==> config.mk <==
export PLATFORM = sky130hd
export DESIGN_NAME = control_fsm_flat
export DESIGN_NICKNAME = d
export VERILOG_FILES = /design/src/rtl/control_fsm_if.sv /design/src/rtl/control_fsm.sv /design/src/flat_wrapper.sv
export SDC_FILE = /design/constraint.sdc
export NUM_CORES = 1
export LEC_CHECK = 0
export BUFFER_PORTS_ARGS = -buffer_cell sky130_fd_sc_hd__buf_2
export CAP_MARGIN = 15
export CORE_MARGIN = 10
export CORE_UTILIZATION = 25
export DETAILED_ROUTE_END_ITERATION = 8
export PLACE_DENSITY = 0.5
export SLEW_MARGIN = 15
export SYNTH_ARGS = -nofsm -noshare
export SYNTH_HDL_FRONTEND = slang
export SYNTH_SLANG_ARGS = --single-unit
==> constraint.sdc <==
create_clock -name clk -period 5.86 [get_ports clk]
set_clock_uncertainty 0.2 [all_clocks]
set_input_delay 0.293 -clock clk [delete_from_list [all_inputs] [get_ports clk]]
set_output_delay 0.293 -clock clk [all_outputs]
set_load 0.05 [all_outputs]
==> src/rtl/control_fsm_if.sv <==
// -----------------------------------------------------------------------------
// control_fsm_if
// Bundle between the multi-cycle control FSM and the rest of the core.
//   master (control FSM):    drives fetch request, PC, register indices,
//                            datapath controls, immediate and halt.
//   slave  (datapath/imem):  drives instruction word/valid, ALU zero flag
//                            and register-file port-1 read data.
// Signals:
//   instr[31:0]      instruction word from instruction memory
//   instr_valid      instr is valid this cycle
//   instr_req        fetch request for address PC
//   PC[31:0]         current program counter
//   eq               ALU zero flag
//   rd1              register-file port-1 read data
//   rs1/rs2/rd       register indices
//   RegWrite, ALUSrc, ResultSrc, MemWrite, jalmuxSel, ALUCtrl[2:0]
//                    datapath controls
//   ImmOp            sign-extended immediate
//   halt             core stopped on an illegal instruction
// -----------------------------------------------------------------------------
interface control_fsm_if #(
  parameter int DATA_WIDTH    = 32,
  parameter int ADDRESS_WIDTH = 5
);
  logic [31:0]              instr;
  logic                     instr_valid;
  logic                     instr_req;
  logic [31:0]              PC;
  logic                     eq;
  logic [DATA_WIDTH-1:0]    rd1;
  logic [ADDRESS_WIDTH-1:0] rs1;
  logic [ADDRESS_WIDTH-1:0] rs2;
  logic [ADDRESS_WIDTH-1:0] rd;
  logic                     RegWrite;
  logic                     ALUSrc;
  logic                     ResultSrc;
  logic                     MemWrite;
  logic                     jalmuxSel;
  logic [2:0]               ALUCtrl;
  logic [DATA_WIDTH-1:0]    ImmOp;
  logic                     halt;

  modport master (
    input  instr, instr_valid, eq, rd1,
    output instr_req, PC, rs1, rs2, rd, RegWrite, ALUSrc, ResultSrc,
           MemWrite, jalmuxSel, ALUCtrl, ImmOp, halt
  );

  modport slave (
    output instr, instr_valid, eq, rd1,
    input  instr_req, PC, rs1, rs2, rd, RegWrite, ALUSrc, ResultSrc,
           MemWrite, jalmuxSel, ALUCtrl, ImmOp, halt
  );
endinterface

==> src/rtl/control_fsm.sv <==
// -----------------------------------------------------------------------------
// control_fsm
// Multi-cycle control unit for a small RV32I subset
// (add sub and or slt addi lw sw beq bne jal jalr).
// State walk: FETCH -> DECODE -> EXEC -> [MEM] -> [WB] -> FETCH; any
// unsupported encoding parks the core in HALT until reset.
// Ports:
//   clk    rising-edge clock
//   rst_n  asynchronous active-low reset
//   bus    control_fsm_if.master (fetch handshake, PC, indices, controls)
// All outputs are registered.
// -----------------------------------------------------------------------------
module control_fsm #(
  parameter int          DATA_WIDTH    = 32,
  parameter int          ADDRESS_WIDTH = 5,
  parameter logic [31:0] RESET_PC      = 32'h0000_0000
) (
  input  logic          clk,
  input  logic          rst_n,
  control_fsm_if.master bus
);

  typedef enum logic [2:0] {FETCH, DECODE, EXEC, MEM, WB, HALT} state_e;
  typedef enum logic [2:0] {K_ALU, K_LOAD, K_STORE, K_BRANCH, K_JAL, K_JALR} kind_e;

  localparam logic [6:0] OP_R      = 7'b0110011;
  localparam logic [6:0] OP_IMM    = 7'b0010011;
  localparam logic [6:0] OP_LOAD   = 7'b0000011;
  localparam logic [6:0] OP_STORE  = 7'b0100011;
  localparam logic [6:0] OP_BRANCH = 7'b1100011;
  localparam logic [6:0] OP_JAL    = 7'b1101111;
  localparam logic [6:0] OP_JALR   = 7'b1100111;

  localparam logic [2:0] ALU_ADD = 3'b000;
  localparam logic [2:0] ALU_SUB = 3'b001;
  localparam logic [2:0] ALU_AND = 3'b010;
  localparam logic [2:0] ALU_OR  = 3'b011;
  localparam logic [2:0] ALU_SLT = 3'b101;

  state_e                   state;
  kind_e                    kind_q;
  logic                     bne_q;
  logic [31:0]              ir;
  logic [31:0]              pc_q;
  logic [31:0]              target_q;
  logic                     instr_req_q;
  logic [ADDRESS_WIDTH-1:0] rs1_q, rs2_q, rd_q;
  logic                     regwrite_q, alusrc_q, resultsrc_q, memwrite_q, jalmux_q;
  logic [2:0]               aluctrl_q;
  logic [DATA_WIDTH-1:0]    imm_q;
  logic                     halt_q;

  // ---------------------------------------------------------------------------
  // Instruction field extraction and immediate formats
  // ---------------------------------------------------------------------------
  logic [6:0]  opcode, funct7;
  logic [2:0]  funct3;
  logic [31:0] imm_i, imm_s, imm_b, imm_j;

  assign opcode = ir[6:0];
  assign funct3 = ir[14:12];
  assign funct7 = ir[31:25];
  assign imm_i  = {{20{ir[31]}}, ir[31:20]};
  assign imm_s  = {{20{ir[31]}}, ir[31:25], ir[11:7]};
  assign imm_b  = {{19{ir[31]}}, ir[31], ir[7], ir[30:25], ir[11:8], 1'b0};
  assign imm_j  = {{11{ir[31]}}, ir[31], ir[19:12], ir[20], ir[30:21], 1'b0};

  // ---------------------------------------------------------------------------
  // Decode of IR, consumed only in the DECODE state
  // ---------------------------------------------------------------------------
  kind_e       dec_kind;
  logic        dec_legal, dec_bne, dec_alusrc;
  logic [2:0]  dec_alu;
  logic [31:0] dec_imm;

  always_comb begin
    // NOTE: every output gets a default before the case so no path leaves a
    // signal unassigned, which would infer a latch.
    dec_kind   = K_ALU;
    dec_legal  = 1'b0;
    dec_bne    = 1'b0;
    dec_alusrc = 1'b0;
    dec_alu    = ALU_ADD;
    dec_imm    = '0;
    case (opcode)
      OP_R: begin
        dec_legal = 1'b1;
        case ({funct7, funct3})
          {7'b0000000, 3'b000}: dec_alu = ALU_ADD;
          {7'b0100000, 3'b000}: dec_alu = ALU_SUB;
          {7'b0000000, 3'b111}: dec_alu = ALU_AND;
          {7'b0000000, 3'b110}: dec_alu = ALU_OR;
          {7'b0000000, 3'b010}: dec_alu = ALU_SLT;
          default:              dec_legal = 1'b0;
        endcase
      end
      OP_IMM: begin
        dec_legal  = (funct3 == 3'b000);
        dec_alusrc = 1'b1;
        dec_imm    = imm_i;
      end
      OP_LOAD: begin
        dec_legal  = (funct3 == 3'b010);
        dec_kind   = K_LOAD;
        dec_alusrc = 1'b1;
        dec_imm    = imm_i;
      end
      OP_STORE: begin
        dec_legal  = (funct3 == 3'b010);
        dec_kind   = K_STORE;
        dec_alusrc = 1'b1;
        dec_imm    = imm_s;
      end
      OP_BRANCH: begin
        dec_legal = (funct3 == 3'b000) || (funct3 == 3'b001);
        dec_kind  = K_BRANCH;
        dec_bne   = funct3[0];
        dec_alu   = ALU_SUB;
        dec_imm   = imm_b;
      end
      OP_JAL: begin
        dec_legal = 1'b1;
        dec_kind  = K_JAL;
        dec_imm   = imm_j;
      end
      OP_JALR: begin
        dec_legal  = (funct3 == 3'b000);
        dec_kind   = K_JALR;
        dec_alusrc = 1'b1;
        dec_imm    = imm_i;
      end
      default: dec_legal = 1'b0;
    endcase
  end

  // ---------------------------------------------------------------------------
  // PC arithmetic (32-bit, wraps silently)
  // ---------------------------------------------------------------------------
  logic [31:0] imm32, pc_plus4, pc_plus_imm, jalr_sum, jalr_tgt;
  logic        rd_nz, taken;

  assign imm32       = 32'(signed'(imm_q));
  assign pc_plus4    = pc_q + 32'd4;
  assign pc_plus_imm = pc_q + imm32;
  assign jalr_sum    = 32'(bus.rd1) + imm32;
  assign jalr_tgt    = jalr_sum & ~32'd1;
  assign rd_nz       = (rd_q != '0);
  assign taken       = bne_q ? ~bus.eq : bus.eq;

  // ---------------------------------------------------------------------------
  // State machine with registered outputs
  // ---------------------------------------------------------------------------
  always_ff @(posedge clk or negedge rst_n) begin
    if (!rst_n) begin
      state       <= FETCH;
      kind_q      <= K_ALU;
      bne_q       <= 1'b0;
      // NOTE: IR is a single register, not a memory array, so it is cleared
      // by reset like all other state.
      ir          <= '0;
      pc_q        <= RESET_PC;
      target_q    <= '0;
      // The fetch request mirrors "state == FETCH", so it comes out of reset
      // asserted and the first cycle after release already requests.
      instr_req_q <= 1'b1;
      rs1_q       <= '0;
      rs2_q       <= '0;
      rd_q        <= '0;
      regwrite_q  <= 1'b0;
      alusrc_q    <= 1'b0;
      resultsrc_q <= 1'b0;
      memwrite_q  <= 1'b0;
      jalmux_q    <= 1'b0;
      aluctrl_q   <= ALU_ADD;
      imm_q       <= '0;
      halt_q      <= 1'b0;
    end else begin
      // NOTE: non-blocking assignments throughout, so every register samples
      // pre-edge values regardless of statement order.
      case (state)
        FETCH: begin
          if (bus.instr_valid) begin
            ir          <= bus.instr;
            instr_req_q <= 1'b0;
            state       <= DECODE;
          end
        end

        DECODE: begin
          if (dec_legal) begin
            rs1_q     <= ADDRESS_WIDTH'(ir[19:15]);
            rs2_q     <= ADDRESS_WIDTH'(ir[24:20]);
            rd_q      <= ADDRESS_WIDTH'(ir[11:7]);
            imm_q     <= DATA_WIDTH'(signed'(dec_imm));
            aluctrl_q <= dec_alu;
            alusrc_q  <= dec_alusrc;
            kind_q    <= dec_kind;
            bne_q     <= dec_bne;
            state     <= EXEC;
          end else begin
            halt_q <= 1'b1;
            state  <= HALT;
          end
        end

        EXEC: begin
          case (kind_q)
            K_ALU: begin
              regwrite_q <= rd_nz;
              state      <= WB;
            end
            K_LOAD: begin
              resultsrc_q <= 1'b1;
              state       <= MEM;
            end
            K_STORE: begin
              memwrite_q <= 1'b1;
              state      <= MEM;
            end
            K_BRANCH: begin
              pc_q        <= taken ? pc_plus_imm : pc_plus4;
              instr_req_q <= 1'b1;
              state       <= FETCH;
            end
            K_JAL, K_JALR: begin
              // Target is captured now; PC itself holds through WB so the
              // datapath can form the link value old PC + 4.
              target_q   <= (kind_q == K_JAL) ? pc_plus_imm : jalr_tgt;
              jalmux_q   <= 1'b1;
              regwrite_q <= rd_nz;
              state      <= WB;
            end
            default: begin
              halt_q <= 1'b1;
              state  <= HALT;
            end
          endcase
        end

        MEM: begin
          if (kind_q == K_LOAD) begin
            regwrite_q <= rd_nz;
            state      <= WB;
          end else begin
            memwrite_q  <= 1'b0;
            pc_q        <= pc_plus4;
            instr_req_q <= 1'b1;
            state       <= FETCH;
          end
        end

        WB: begin
          regwrite_q  <= 1'b0;
          resultsrc_q <= 1'b0;
          jalmux_q    <= 1'b0;
          pc_q        <= (kind_q == K_JAL || kind_q == K_JALR) ? target_q : pc_plus4;
          instr_req_q <= 1'b1;
          state       <= FETCH;
        end

        HALT: ; // absorbing until reset

        default: begin
          halt_q <= 1'b1;
          state  <= HALT;
        end
      endcase
    end
  end

  assign bus.instr_req = instr_req_q;
  assign bus.PC        = pc_q;
  assign bus.rs1       = rs1_q;
  assign bus.rs2       = rs2_q;
  assign bus.rd        = rd_q;
  assign bus.RegWrite  = regwrite_q;
  assign bus.ALUSrc    = alusrc_q;
  assign bus.ResultSrc = resultsrc_q;
  assign bus.MemWrite  = memwrite_q;
  assign bus.jalmuxSel = jalmux_q;
  assign bus.ALUCtrl   = aluctrl_q;
  assign bus.ImmOp     = imm_q;
  assign bus.halt      = halt_q;

endmodule

==> src/flat_wrapper.sv <==
// flat-port wrapper written by rule: the top's interface ports become plain ports
module control_fsm_flat 
#(
  parameter int          DATA_WIDTH    = 32,
  parameter int          ADDRESS_WIDTH = 5,
  parameter logic [31:0] RESET_PC      = 32'h0000_0000
)
  (clk, rst_n, bus_instr, bus_instr_valid, bus_eq, bus_rd1, bus_instr_req, bus_PC, bus_rs1, bus_rs2, bus_rd, bus_RegWrite, bus_ALUSrc, bus_ResultSrc, bus_MemWrite, bus_jalmuxSel, bus_ALUCtrl, bus_ImmOp, bus_halt);
  control_fsm_if #(.DATA_WIDTH(DATA_WIDTH), .ADDRESS_WIDTH(ADDRESS_WIDTH)) bus_i ();
  input  logic clk;
  input  logic rst_n;
  input wire logic [$bits(bus_i.instr)-1:0] bus_instr;
  input wire logic [$bits(bus_i.instr_valid)-1:0] bus_instr_valid;
  input wire logic [$bits(bus_i.eq)-1:0] bus_eq;
  input wire logic [$bits(bus_i.rd1)-1:0] bus_rd1;
  output wire logic [$bits(bus_i.instr_req)-1:0] bus_instr_req;
  output wire logic [$bits(bus_i.PC)-1:0] bus_PC;
  output wire logic [$bits(bus_i.rs1)-1:0] bus_rs1;
  output wire logic [$bits(bus_i.rs2)-1:0] bus_rs2;
  output wire logic [$bits(bus_i.rd)-1:0] bus_rd;
  output wire logic [$bits(bus_i.RegWrite)-1:0] bus_RegWrite;
  output wire logic [$bits(bus_i.ALUSrc)-1:0] bus_ALUSrc;
  output wire logic [$bits(bus_i.ResultSrc)-1:0] bus_ResultSrc;
  output wire logic [$bits(bus_i.MemWrite)-1:0] bus_MemWrite;
  output wire logic [$bits(bus_i.jalmuxSel)-1:0] bus_jalmuxSel;
  output wire logic [$bits(bus_i.ALUCtrl)-1:0] bus_ALUCtrl;
  output wire logic [$bits(bus_i.ImmOp)-1:0] bus_ImmOp;
  output wire logic [$bits(bus_i.halt)-1:0] bus_halt;
  assign bus_i.instr = bus_instr;
  assign bus_i.instr_valid = bus_instr_valid;
  assign bus_i.eq = bus_eq;
  assign bus_i.rd1 = bus_rd1;
  assign bus_instr_req = bus_i.instr_req;
  assign bus_PC = bus_i.PC;
  assign bus_rs1 = bus_i.rs1;
  assign bus_rs2 = bus_i.rs2;
  assign bus_rd = bus_i.rd;
  assign bus_RegWrite = bus_i.RegWrite;
  assign bus_ALUSrc = bus_i.ALUSrc;
  assign bus_ResultSrc = bus_i.ResultSrc;
  assign bus_MemWrite = bus_i.MemWrite;
  assign bus_jalmuxSel = bus_i.jalmuxSel;
  assign bus_ALUCtrl = bus_i.ALUCtrl;
  assign bus_ImmOp = bus_i.ImmOp;
  assign bus_halt = bus_i.halt;
  control_fsm #(.DATA_WIDTH(DATA_WIDTH), .ADDRESS_WIDTH(ADDRESS_WIDTH), .RESET_PC(RESET_PC)) u_core (.clk(clk), .rst_n(rst_n), .bus(bus_i));
endmodule
; Word level (Yosys, flattened, before mapping)
; Cells that the tools add are included.
[op_classes]
n_addsub = 3
eq_ne = 33
n_mux = 37
n_bitwise = 3
reduce_logical = 32
[op_table]
columns = op, count
row1 = $mux W32, 5
row2 = $pmux W32 S4, 1
row3 = $pmux W32 S3, 1
row4 = $add A32 B32 Y32, 2
row5 = $add A32 B3 Y32 const B, 1
row6 = $eq A7 B7 Y1 const B, 3
row7 = $eq A10 B3 Y1 const B, 2
row8 = $pmux W3 S6, 1
row9 = $eq A3 B2 Y1 const B, 5
row10 = $mux W1, 15
row11 = $pmux W3 S5, 1
row12 = $eq A7 B6 Y1 const B, 2
row13 = $eq A3 B3 Y1 const B, 4
row14 = $pmux W3 S4, 1
row15 = $reduce_and A2 Y1, 6
row16 = $reduce_and A3 Y1, 4
row17 = $eq A10 B2 Y1 const B, 1
row18 = $eq A10 B9 Y1 const B, 1
row19 = $logic_not A10 Y1, 1
row20 = $ne A2 B1 Y1 const B, 5
row21 = $ne A2 B2 Y1 const B, 5
row22 = $eq A3 B1 Y1 const B, 3
row23 = $logic_not A3 Y1, 3
row24 = $mux W3, 3
row25 = 20 further kinds, 32
[word_totals]
register_bits = 160
inputBits = 68
output_inout_bits = 89
word_cells = 126

; Depth between registers and ports, before layout
; Gate-level depths: netlist of run 1.
[depth]
word_depth = 6
mapped_depth = 12
ltp_nobuf = 12

; Worst setup path before layout of run 1
; OpenSTA, ideal clock, no wires.
[synth_timing]
path_kind = flip-flop to flip-flop
startpoint = register, netlist name u_core.bus.ImmOp[30]
endpoint = register u_core.pc_q[26], in the netlist u_core.bus.PC[26]
setup_ns = 0.137
arrival_time_ns = 3.476
required_ns = 5.523
setup_slack_ns = 2.047
path_stages_with_launch = 11
n_path_buf = 0
period_less_slack_ns = 3.813
cell_sequence = dfrtp_1 ha_1 nand3_1 or2_2 nor4_1 a32oi_1 a311oi_1 a31oi_1 xnor2_1 a221oi_1 a21oi_1
[synth_rtl]
columns = item, line_no
row1 = "end signal, assigned", control_fsm.sv:221  ; pc_q <= taken ? pc_plus_imm : pc_plus4;
row2 = "end signal, assigned", control_fsm.sv:246  ; pc_q <= pc_plus4;
row3 = "end signal, assigned", control_fsm.sv:256  ; pc_q <= (kind_q == K_JAL || kind_q == K_JALR) ? target_q : pc_plus4;
row4 = "end, declared", control_fsm.sv:44  ; logic [31:0] pc_q;

==> flow_metrics.py, run 1 <==
metrics = {
    "layout": {
        "nets": 1498,
        "syn2layout_area_growth_pct": 21.4,
        "drive_gt1_frac": 0.196,
        "postLayoutCoreUtil": 0.305,
        "n_antenna_cell": 0,
    },
    "synthesis": {
        "synth_edf_count": 0,
        "postSynthAreaPerCell_um2": 8.69,
        "synth.most_common_cell": "dfrtp_1",
        "ys_ff_latch": 149,
        "synth_commonest_cells": "148 x dfrtp_1, 146 x nand2_1, 125 x nor2_1, 108 x a21oi_1, 95 x o21ai_0",
        "ys_top_cells_by_area": "dfrtp_1 35%, ha_1 7.4%, nand2_1 5.2%",
        "synth_ff_type": "dfrtp_1",
        "synth_cell_types": 73,
        "ys_warn_count": 0,
        "yosysTopAreaCell": "dfrtp_1",
        "syn-cell-area_um2": 10500,
        "syn_nets": 1341,
        "ys_seq_area_frac": 0.355,
        "synth_top_area_share": 0.353,
        "async_reset_ff_frac": 1.00,
        "synthCells": 1209,
    },
    "drt": {
        "ant_nets": 0,
        "wl_per_cell_um": 19.3,
        "wl_um": 37100,
        "drtIter0Drc": 640,
        "drtPass1Iterations": 5,
        "vias": 9669,
        "drc_errors": 0,
        "vias_per_cell": 5.04,
    },
    "pwr": {
        "peakVddDrop_mv": 0.185,
        "leakage_nw": 5.93,
        "powerDensity_nw_per_um2": 321,
    },
    "clock_tree": {
        "htree_levels": 4,
        "holdBufCountCts": 33,
        "cts_resized": 0,
        "clk_latency_ps": 440,
        "clockRootBuffer": "clkbuf_16",
        "post-cts-setup-buffers": 0,
        "cts_tree": "yes",
        "cts.clk_slew.worst_paths_ps": 70,
        "cts.sinks": 149,
        "cts_made_buffers": 17,
        "cts_max_path_buffers": 2,
    },
    "timing": {
        "hold_violations": 0,
        "setup_violations": 0,
        "finalCriticalPeriod_ps": 4000,
        "holdWs_ps": 41.4,
        "timing.final.crit_share": 0.682,
        "setup_slack_ps": 1860,
        "final.setup.tns_ps": 0,
        "grt_setup_unrepaired": "false",
        "relSlewSlack": 0.321,
        "worst_slew_pin_slew_ps": 1020,
        "max_freq_mhz": 250,
        "drv_slew": 0,
    },
    "setup_path": {
        "worstPathArrival_ps": 4100,
        "crit_chain": "buf_4 > ha_1 > nand3_1 > or2_2 > nor4_1 > a32oi_1 > a311oi_1 > a31oi_1 > xnor2_1 > a221oi_1 > a21oi_1",
        "cp_slowest_stage_delay_ps": 720,
        "path_depth": 11,
        "cp_max_fo": 25,
        "path_buf_inv": 1,
        "rrSetupSlack_ps": 1860,
        "worst_setup_path_start_kind": "flip-flop",
        "crit_required_ps": 5960,
        "cp-endpoint": "u_core.bus.PC[26]$_DFFE_PN0P_",
        "cp-startpoint": "u_core.bus.ImmOp[30]$_DFFE_PN0P_",
        "rr_endpoint": "u_core.bus.PC[26]$_DFFE_PN0P_",
        "r2r_cells": 11,
        "crit_path_end_kind": "flip-flop",
        "critPathKind": "flip-flop to flip-flop",
        "rr_startpoint": "u_core.bus.ImmOp[30]$_DFFE_PN0P_",
        "crit_family": "compound AO/OA/AOI/OAI gates",
        "slowest_stage": "dfrtp_1",
    },
    "worst_hold_path": {
        "hp-class": "input pin to flip-flop",
    },
    "global_route": {
        "met1_usage": 0.192,
        "busiest_layer": "met2",
        "grt_max_degree": 92,
        "use_met3": 0.0269,
        "grt_util_met2": 0.242,
        "grt_usage": 0.146,
        "antenna_found_initial": 3,
        "grt.overflow.total": 0,
        "grt_pass1_wl_um": 58000,
        "grt_pass1_vias": 9708,
    },
    "placement": {
        "dp_slack_ps": 1920,
        "gp_congestion": 0.858,
        "dp_hpwl_um": 28100,
        "portBuffers": 156,
    },
    "die": {
        "start_util": 0.251,
        "coreArea_um2": 41800,
        "dieArea_um2": 50600,
        "rows": 75,
        "fp.dieH_um": 225,
        "pin_count": 157,
        "fp.dieW_um": 225,
    },
    "flow_run": {
        "timing.max_cap.violations": 0,
    },
    "run_status": {
        "status": "complete, no violations",
    },
}
==> worst min-delay path by stage <==
stage | start | end | slack, ps | depth (start not counted)
6_report | bus_instr_valid | u_core.bus.instr_req$_DFFE_PN1P_ | 40 | 4
5_1_grt | bus_instr_valid | u_core.bus.instr_req$_DFFE_PN1P_ | 50 | 4
3_5_place_dp | rst_n | u_core.ir[24]$_DFFE_PN0P_ | 260 | 1
2_1_floorplan | rst_n | u_core.bne_q$_DFFE_PN0P_ | -200 | 0
4_1_cts | bus_instr_valid | u_core.bus.instr_req$_DFFE_PN1P_ | 40 | 4
3_3_place_gp | rst_n | u_core.ir[24]$_DFFE_PN0P_ | 250 | 1
==> logic make-up (layout without fill, tap and decap cells) <==
family	after synthesis	after routing	synth area share
AO/OA/AOI/OAI	374	374	0.226
XOR/XNOR	85	85	0.0709
adder cells (fa/ha/maj)	64	64	0.0777
buffers and inverters	89	259	0.0376
flip-flops	149	149	0.355
multiplexers	50	50	0.0598
AND/OR/NAND/NOR	398	398	0.173
==> worst min-delay path: stages <==
cell     delay (ps)
buf_2           100
inv_1            50
o21ai_0         150
a31oi_1          80
==> sequential cells by signal, indices dropped and copies added (netlist names), 3 cells and up <==
signal / flops
u_core.target_q: 32
u_core.ir: 32
u_core.bus.ImmOp: 21
u_core.bus.PC: 32
u_core.bus.rs1: 5
u_core.bus.rs2: 5
u_core.bus.ALUCtrl: 3
u_core.state: 3
u_core.kind_q: 3
u_core.bus.rd: 5
==> final cells by class <==
cell class,instances,area (um^2)
flip-flops and latches,149,3730
repair buffers,203,1220
well taps,539,674
clock inverters,12,168
inverters,24,90.1
multi-input cells,971,6410
clock buffers,20,457
fillers,4409,29000
==> routing by layer <==
metal | part of all wire | wire length (um) | vias up
li1 | - | - | 4718
met3 | 0.043 | 1590 | 35
met5 | 0.00092 | 34 | -
met4 | 0.014 | 519 | 6
met1 | 0.47 | 17300 | 4681
met2 | 0.48 | 17600 | 229
==> metrics by stage <==
step	instance area (um^2)	instances	power, mW
after floorplan	10500	1209	2.44
final	12800	1918	4.10
after CTS	12800	1918	4.13
after global placement	11800	1853	2.89
after detailed placement	11800	1853	2.90
after global routing	12800	1918	4.34
==> cell usage in the layout (no fill, tap or decap), drive strengths merged, types with 14 or more instances in the layout <==
master / count
a21o: 33
o21ai: 98
dfrtp: 148
inv: 27
a221oi: 24
nand2: 147
dlygate4sd3: 33
and3: 14
xor2: 39
a21oi: 108
mux2: 48
a31oi: 15
xnor2: 46
ha: 62
nand3: 34
buf: 170
nor2: 125
nor3: 18
clkbuf: 20
==> where the power goes <==
part,internal (mW),leakage (nW),switching (mW)
combinational,0.516,3.88,1.02
sequential,1.14,1.75,0.222
clock,0.702,0.302,0.496
Power figures use the tool's default switching activity.
==> run 2: changes to the inputs <==
==> constraint.sdc (replaced) <==
create_clock -name clk -period 3.9 [get_ports clk]
set_clock_uncertainty 0.2 [all_clocks]
set_input_delay 0.195 -clock clk [delete_from_list [all_inputs] [get_ports clk]]
set_output_delay 0.195 -clock clk [all_outputs]
set_load 0.05 [all_outputs]
==> flow_metrics.py, run 2 (synthesis gave the netlist of run 1 again) <==
metrics = {
    "run_status": {
        "status": "complete, no violations",
    },
    "setup_path": {
        "worst_setup_path_start_kind": "flip-flop",
        "crit_top_cell": "a21oi_1",
        "worstPathArrival_ps": 3720,
        "crit_path_end_kind": "flip-flop",
        "cp_max_fo": 5,
        "crit_chain": "ha_1 > a2111oi_0 > a21oi_1 > a32oi_1 > a311oi_2 > a31oi_1 > xnor2_1 > a221oi_1 > a21oi_1",
        "cp_slowest_stage_delay_ps": 780,
        "crit_required_ps": 4020,
        "critPathKind": "flip-flop to flip-flop",
        "slowest_stage": "a2111oi_0",
    },
    "placement": {
        "portBuffers": 156,
        "dp_hpwl_um": 28700,
        "gp_congestion": 0.858,
    },
    "die": {
        "rows": 75,
        "start_util": 0.251,
        "fp.dieW_um": 225,
        "pin_count": 157,
        "coreArea_um2": 41800,
        "dieArea_um2": 50600,
        "fp.dieH_um": 225,
    },
    "clock_tree": {
        "post-cts-setup-buffers": 0,
        "cts_made_buffers": 17,
        "htree_levels": 4,
        "cts.sinks": 149,
        "clockRootBuffer": "clkbuf_16",
        "cts_tree": "yes",
        "cts_max_path_buffers": 2,
        "clk_latency_ps": 440,
        "cts.clk_slew.worst_paths_ps": 70,
    },
    "pwr": {
        "intPower_mw": 3.65,
        "seqPwrFrac": 0.323,
        "clock_power_share": 0.301,
        "powerDensity_nw_per_um2": 483,
        "leakage_nw": 6.04,
        "p_sw_frac": 0.416,
        "comb_power_share": 0.376,
        "p_switching_mw": 2.60,
        "peakVddDrop_mv": 0.313,
    },
    "timing": {
        "max_freq_mhz": 278,
        "hold_violations": 0,
        "finalCriticalPeriod_ps": 3600,
        "timing.final.crit_share": 0.924,
        "final.setup.tns_ps": 0,
        "worst_slew_pin_slew_ps": 816,
        "grt_setup_unrepaired": "false",
        "setup_violations": 0,
        "relSlewSlack": 0.442,
        "drv_slew": 0,
        "holdWs_ps": 68.5,
    },
    "global_route": {
        "grt_pass1_vias": 9785,
        "grt_pass1_wl_um": 58500,
        "grt_max_degree": 61,
        "grt_usage": 0.148,
        "antenna_found_initial": 1,
        "grt.overflow.total": 0,
    },
    "drt": {
        "vias_per_cell": 5.00,
        "drtPass1Iterations": 5,
        "vias": 9683,
        "drtIter0Drc": 668,
        "drc_errors": 0,
        "ant_nets": 0,
        "wl_um": 37400,
        "wl_per_cell_um": 19.3,
    },
    "worst_hold_path": {
        "hp-class": "input pin to flip-flop",
    },
    "layout": {
        "nets": 1517,
        "postLayoutCoreUtil": 0.310,
        "layout_common_cells": "155 x buf_2, 148 x dfrtp_1, 146 x nand2_1",
        "drive_gt1_frac": 0.206,
        "n_antenna_cell": 0,
        "final_common_cell": "buf_2",
        "syn2layout_area_growth_pct": 23.2,
    },
    "flow_run": {
        "timing.max_cap.violations": 0,
    },
}
[run 2: changes by cell type in the layout (fill, tap and decap cells not counted), sizes merged]
cell         change
dlygate4sd3      +2
buf             +17
bufinv           +2
clkbuf           -2
[run 2: final cells by class]
cell class | count | area, um^2
Clock buffer | 18 | 429
Clock inverter | 14 | 224
Fill cell | 4393 | 28800
Inverter | 24 | 90.1
Multi-Input combinational cell | 971 | 6410
Sequential cell | 149 | 3730
Tap cell | 539 | 674
Timing Repair Buffer | 222 | 1380
[run 2: what timing repair did]
item / in CTS / in global routing
endpoints found under the hold margin: 91 / 0
setup endpoints to repair: 0 / 2
resized for setup: 0 / 1
hold buffers: 35 / 0
[run 2: stage by stage]
stage	cells	setup slack, ps	instance area, um^2	power (mW)
finish	1937	297	12900	6.25
global route	1937	121	12900	6.65
CTS	1937	268	12900	6.32
detailed placement	1870	285	11900	4.38
global placement	1870	254	11900	4.37
floorplan	1209	86.7	10500	3.67
[run 2: routing by layer]
layer  vias to the layer above  global-route usage  share of wire
met1                      4682               0.195           0.47
met4                         2              0.0318          0.011
met5                         -                   0        0.00032
met2                       220               0.250           0.48
met3                        30              0.0258          0.040
li1                       4749                   -              -
[run 2: power by group through the flow]
stage                     sequential, mW  clock (mW)  combinational, mW
after floorplan                     2.43           0               1.23
after global placement              2.03           0               2.34
after detailed placement            2.05           0               2.34
after CTS                           2.02        1.93               2.37
after global routing                2.06        2.00               2.59
final                               2.02        1.88               2.35
[run 2: critical path: cells and delay by family, from the launching register on]
kind	cells	cell delay, ps
compound gates	7	2310
fa+ha+maj	1	400
flops	1	450
xor+xnor	1	120
[run 2: worst paths after layout]
check                                                    end                         startpoint  cells after the start  slack [ps]
setup / recovery               u_core.bus.PC[26]$_DFFE_PN0P_    u_core.bus.ImmOp[7]$_DFFE_PN0P_                      9         300
hold / removal               u_core.target_q[31]$_DFFE_PN0P_                        bus_rd1[31]                      5          70
setup reg to reg               u_core.bus.PC[26]$_DFFE_PN0P_    u_core.bus.ImmOp[7]$_DFFE_PN0P_                      9         300
hold reg to reg            u_core.bus.ALUCtrl[2]$_DFFE_PN0P_  u_core.bus.ALUCtrl[2]$_DFFE_PN0P_                      1         280
max in group asynchronous    u_core.target_q[20]$_DFFE_PN0P_                              rst_n                      3        2470
min in group asynchronous          u_core.ir[24]$_DFFE_PN0P_                              rst_n                      2         110
==> run 3: changes to the inputs <==
--- a/config.mk
+++ b/config.mk
@@ -11,7 +11,7 @@
 export CORE_UTILIZATION = 25
 export DETAILED_ROUTE_END_ITERATION = 8
 export PLACE_DENSITY = 0.5
-export SLEW_MARGIN = 15
+export SLEW_MARGIN = 20
 export SYNTH_ARGS = -nofsm -noshare
 export SYNTH_HDL_FRONTEND = slang
 export SYNTH_SLANG_ARGS = --single-unit
==> constraint.sdc (replaced) <==
create_clock -name clk -period 3.9 [get_ports clk]
set_clock_uncertainty 0.2 [all_clocks]
set_input_delay 0.39 -clock clk [delete_from_list [all_inputs] [get_ports clk]]
set_output_delay 0.39 -clock clk [all_outputs]
set_load 0.05 [all_outputs]
==> flow_metrics.py, run 3 (synthesis gave the netlist of run 1 again) <==
metrics = {
    "run_status": {
        "status": "complete, no violations",
    },
    "timing": {
        "worst_slew_pin_slew_ps": 858,
        "timing.final.crit_share": 0.945,
        "setup_slack_ps": 214,
        "finalCriticalPeriod_ps": 3690,
        "drv_slew": 0,
        "holdWs_ps": 17.2,
        "relSlewSlack": 0.413,
        "grt_setup_unrepaired": "false",
        "final.setup.tns_ps": 0,
        "hold_violations": 0,
        "setup_violations": 0,
        "max_freq_mhz": 271,
    },
    "setup_path": {
        "worst_setup_path_start_kind": "flip-flop",
        "crit_required_ps": 4030,
        "slowest_stage": "a2111oi_0",
        "cp_slowest_stage_delay_ps": 810,
        "critPathKind": "flip-flop to flip-flop",
        "crit_path_end_kind": "flip-flop",
        "crit_chain": "ha_1 > a2111oi_0 > a21oi_1 > a32oi_1 > a311oi_2 > a211oi_1 > xor2_1 > o211ai_1 > o21a_1",
        "cp_max_fo": 5,
        "crit_family": "compound AO/OA/AOI/OAI gates",
        "path_buf_inv": 0,
        "worstPathArrival_ps": 3810,
    },
    "drt": {
        "wl_per_cell_um": 19.1,
        "drc_errors": 0,
        "ant_nets": 0,
        "drtPass1Iterations": 6,
        "wl_um": 37100,
        "drtIter0Drc": 604,
        "vias": 9702,
        "vias_per_cell": 5.01,
    },
    "flow_run": {
        "timing.max_cap.violations": 0,
    },
    "die": {
        "fp.dieH_um": 225,
        "fp.dieW_um": 225,
        "pin_count": 157,
        "start_util": 0.251,
        "dieArea_um2": 50600,
        "rows": 75,
        "coreArea_um2": 41800,
    },
    "clock_tree": {
        "htree_levels": 4,
        "clockRootBuffer": "clkbuf_16",
        "post-cts-setup-buffers": 0,
        "clk_latency_ps": 440,
        "cts_made_buffers": 17,
        "cts_max_path_buffers": 2,
        "cts.clk_slew.worst_paths_ps": 70,
        "cts_tree": "yes",
        "cts.sinks": 149,
    },
    "placement": {
        "place_area_um2": 11900,
        "portBuffers": 156,
        "dp_hpwl_um": 28400,
        "gp_congestion": 0.882,
        "dp_slack_ps": 271,
    },
    "global_route": {
        "antenna_found_initial": 2,
        "grt_usage": 0.146,
        "grt.overflow.total": 0,
        "grt_max_degree": 82,
        "grt_pass1_wl_um": 57400,
        "grt_pass1_vias": 9682,
    },
    "pwr": {
        "leakage_nw": 6.01,
        "peakVddDrop_mv": 0.280,
        "powerDensity_nw_per_um2": 474,
    },
    "worst_hold_path": {
        "hp-class": "input pin to flip-flop",
    },
    "layout": {
        "final_common_cell": "buf_2",
        "syn2layout_area_growth_pct": 22.5,
        "layout_common_cells": "155 x buf_2, 148 x dfrtp_1, 146 x nand2_1",
        "postLayoutCoreUtil": 0.308,
        "n_antenna_cell": 0,
        "nets": 1517,
        "design_area_um2": 12900,
        "drive_gt1_frac": 0.208,
    },
}
-- run 3: power breakdown --
part	total, mW	leakage [nW]	switching [mW]	internal (mW)
Sequential	2.01	1.75	0.295	1.72
Clock	1.73	0.285	0.738	0.989
Combinational	2.36	3.98	1.57	0.795
Total	6.10	6.01	2.60	3.50
-- run 3: repair_timing --
action,in CTS,in global routing
hold endpoints to repair,108,1
hold buffers,31,1
setup endpoints to repair,0,2
gates resized for setup,0,1
-- run 3: layer usage --
metal	vias to the layer above	part of all wire	GRT usage
met5	-	0.00049	0
met4	4	0.021	0.0439
met3	39	0.042	0.0265
met2	194	0.47	0.238
met1	4720	0.47	0.191
li1	4745	-	-
-- run 3: per-stage QoR --
| stage | instances | power [mW] |
|---|---|---|
| 2_1_floorplan | 1209 | 3.67 |
| 3_3_place_gp | 1873 | 4.36 |
| 3_5_place_dp | 1873 | 4.37 |
| 4_1_cts | 1936 | 6.15 |
| 5_1_grt | 1937 | 6.45 |
| 6_report | 1937 | 6.10 |
-- run 3: final timing paths --
kind                                                  from                               to  slack (ps)  depth (start not counted)
max                        u_core.bus.ImmOp[7]$_DFFE_PN0P_    u_core.bus.PC[30]$_DFFE_PN0P_         210                          9
min                                          bus_instr[21]        u_core.ir[21]$_DFFE_PN0P_          20                          2
max reg2reg                u_core.bus.ImmOp[7]$_DFFE_PN0P_    u_core.bus.PC[30]$_DFFE_PN0P_         210                          9
min reg2reg                 u_core.target_q[1]$_DFFE_PN0P_   u_core.target_q[1]$_DFFE_PN0P_         270                          2
max in group asynchronous                            rst_n  u_core.target_q[20]$_DFFE_PN0P_        2160                          3
min in group asynchronous                            rst_n    u_core.bus.rs2[4]$_DFFE_PN0P_         380                          2
-- run 3: final cells by class --
type                            count  area (um^2)
Multi-Input combinational cell    971         6410
Fill cell                        4413        28900
Tap cell                          539          674
Timing Repair Buffer              222         1360
Clock inverter                     12          146
Sequential cell                   149         3730
Clock buffer                       20          457
Inverter                           24         90.1
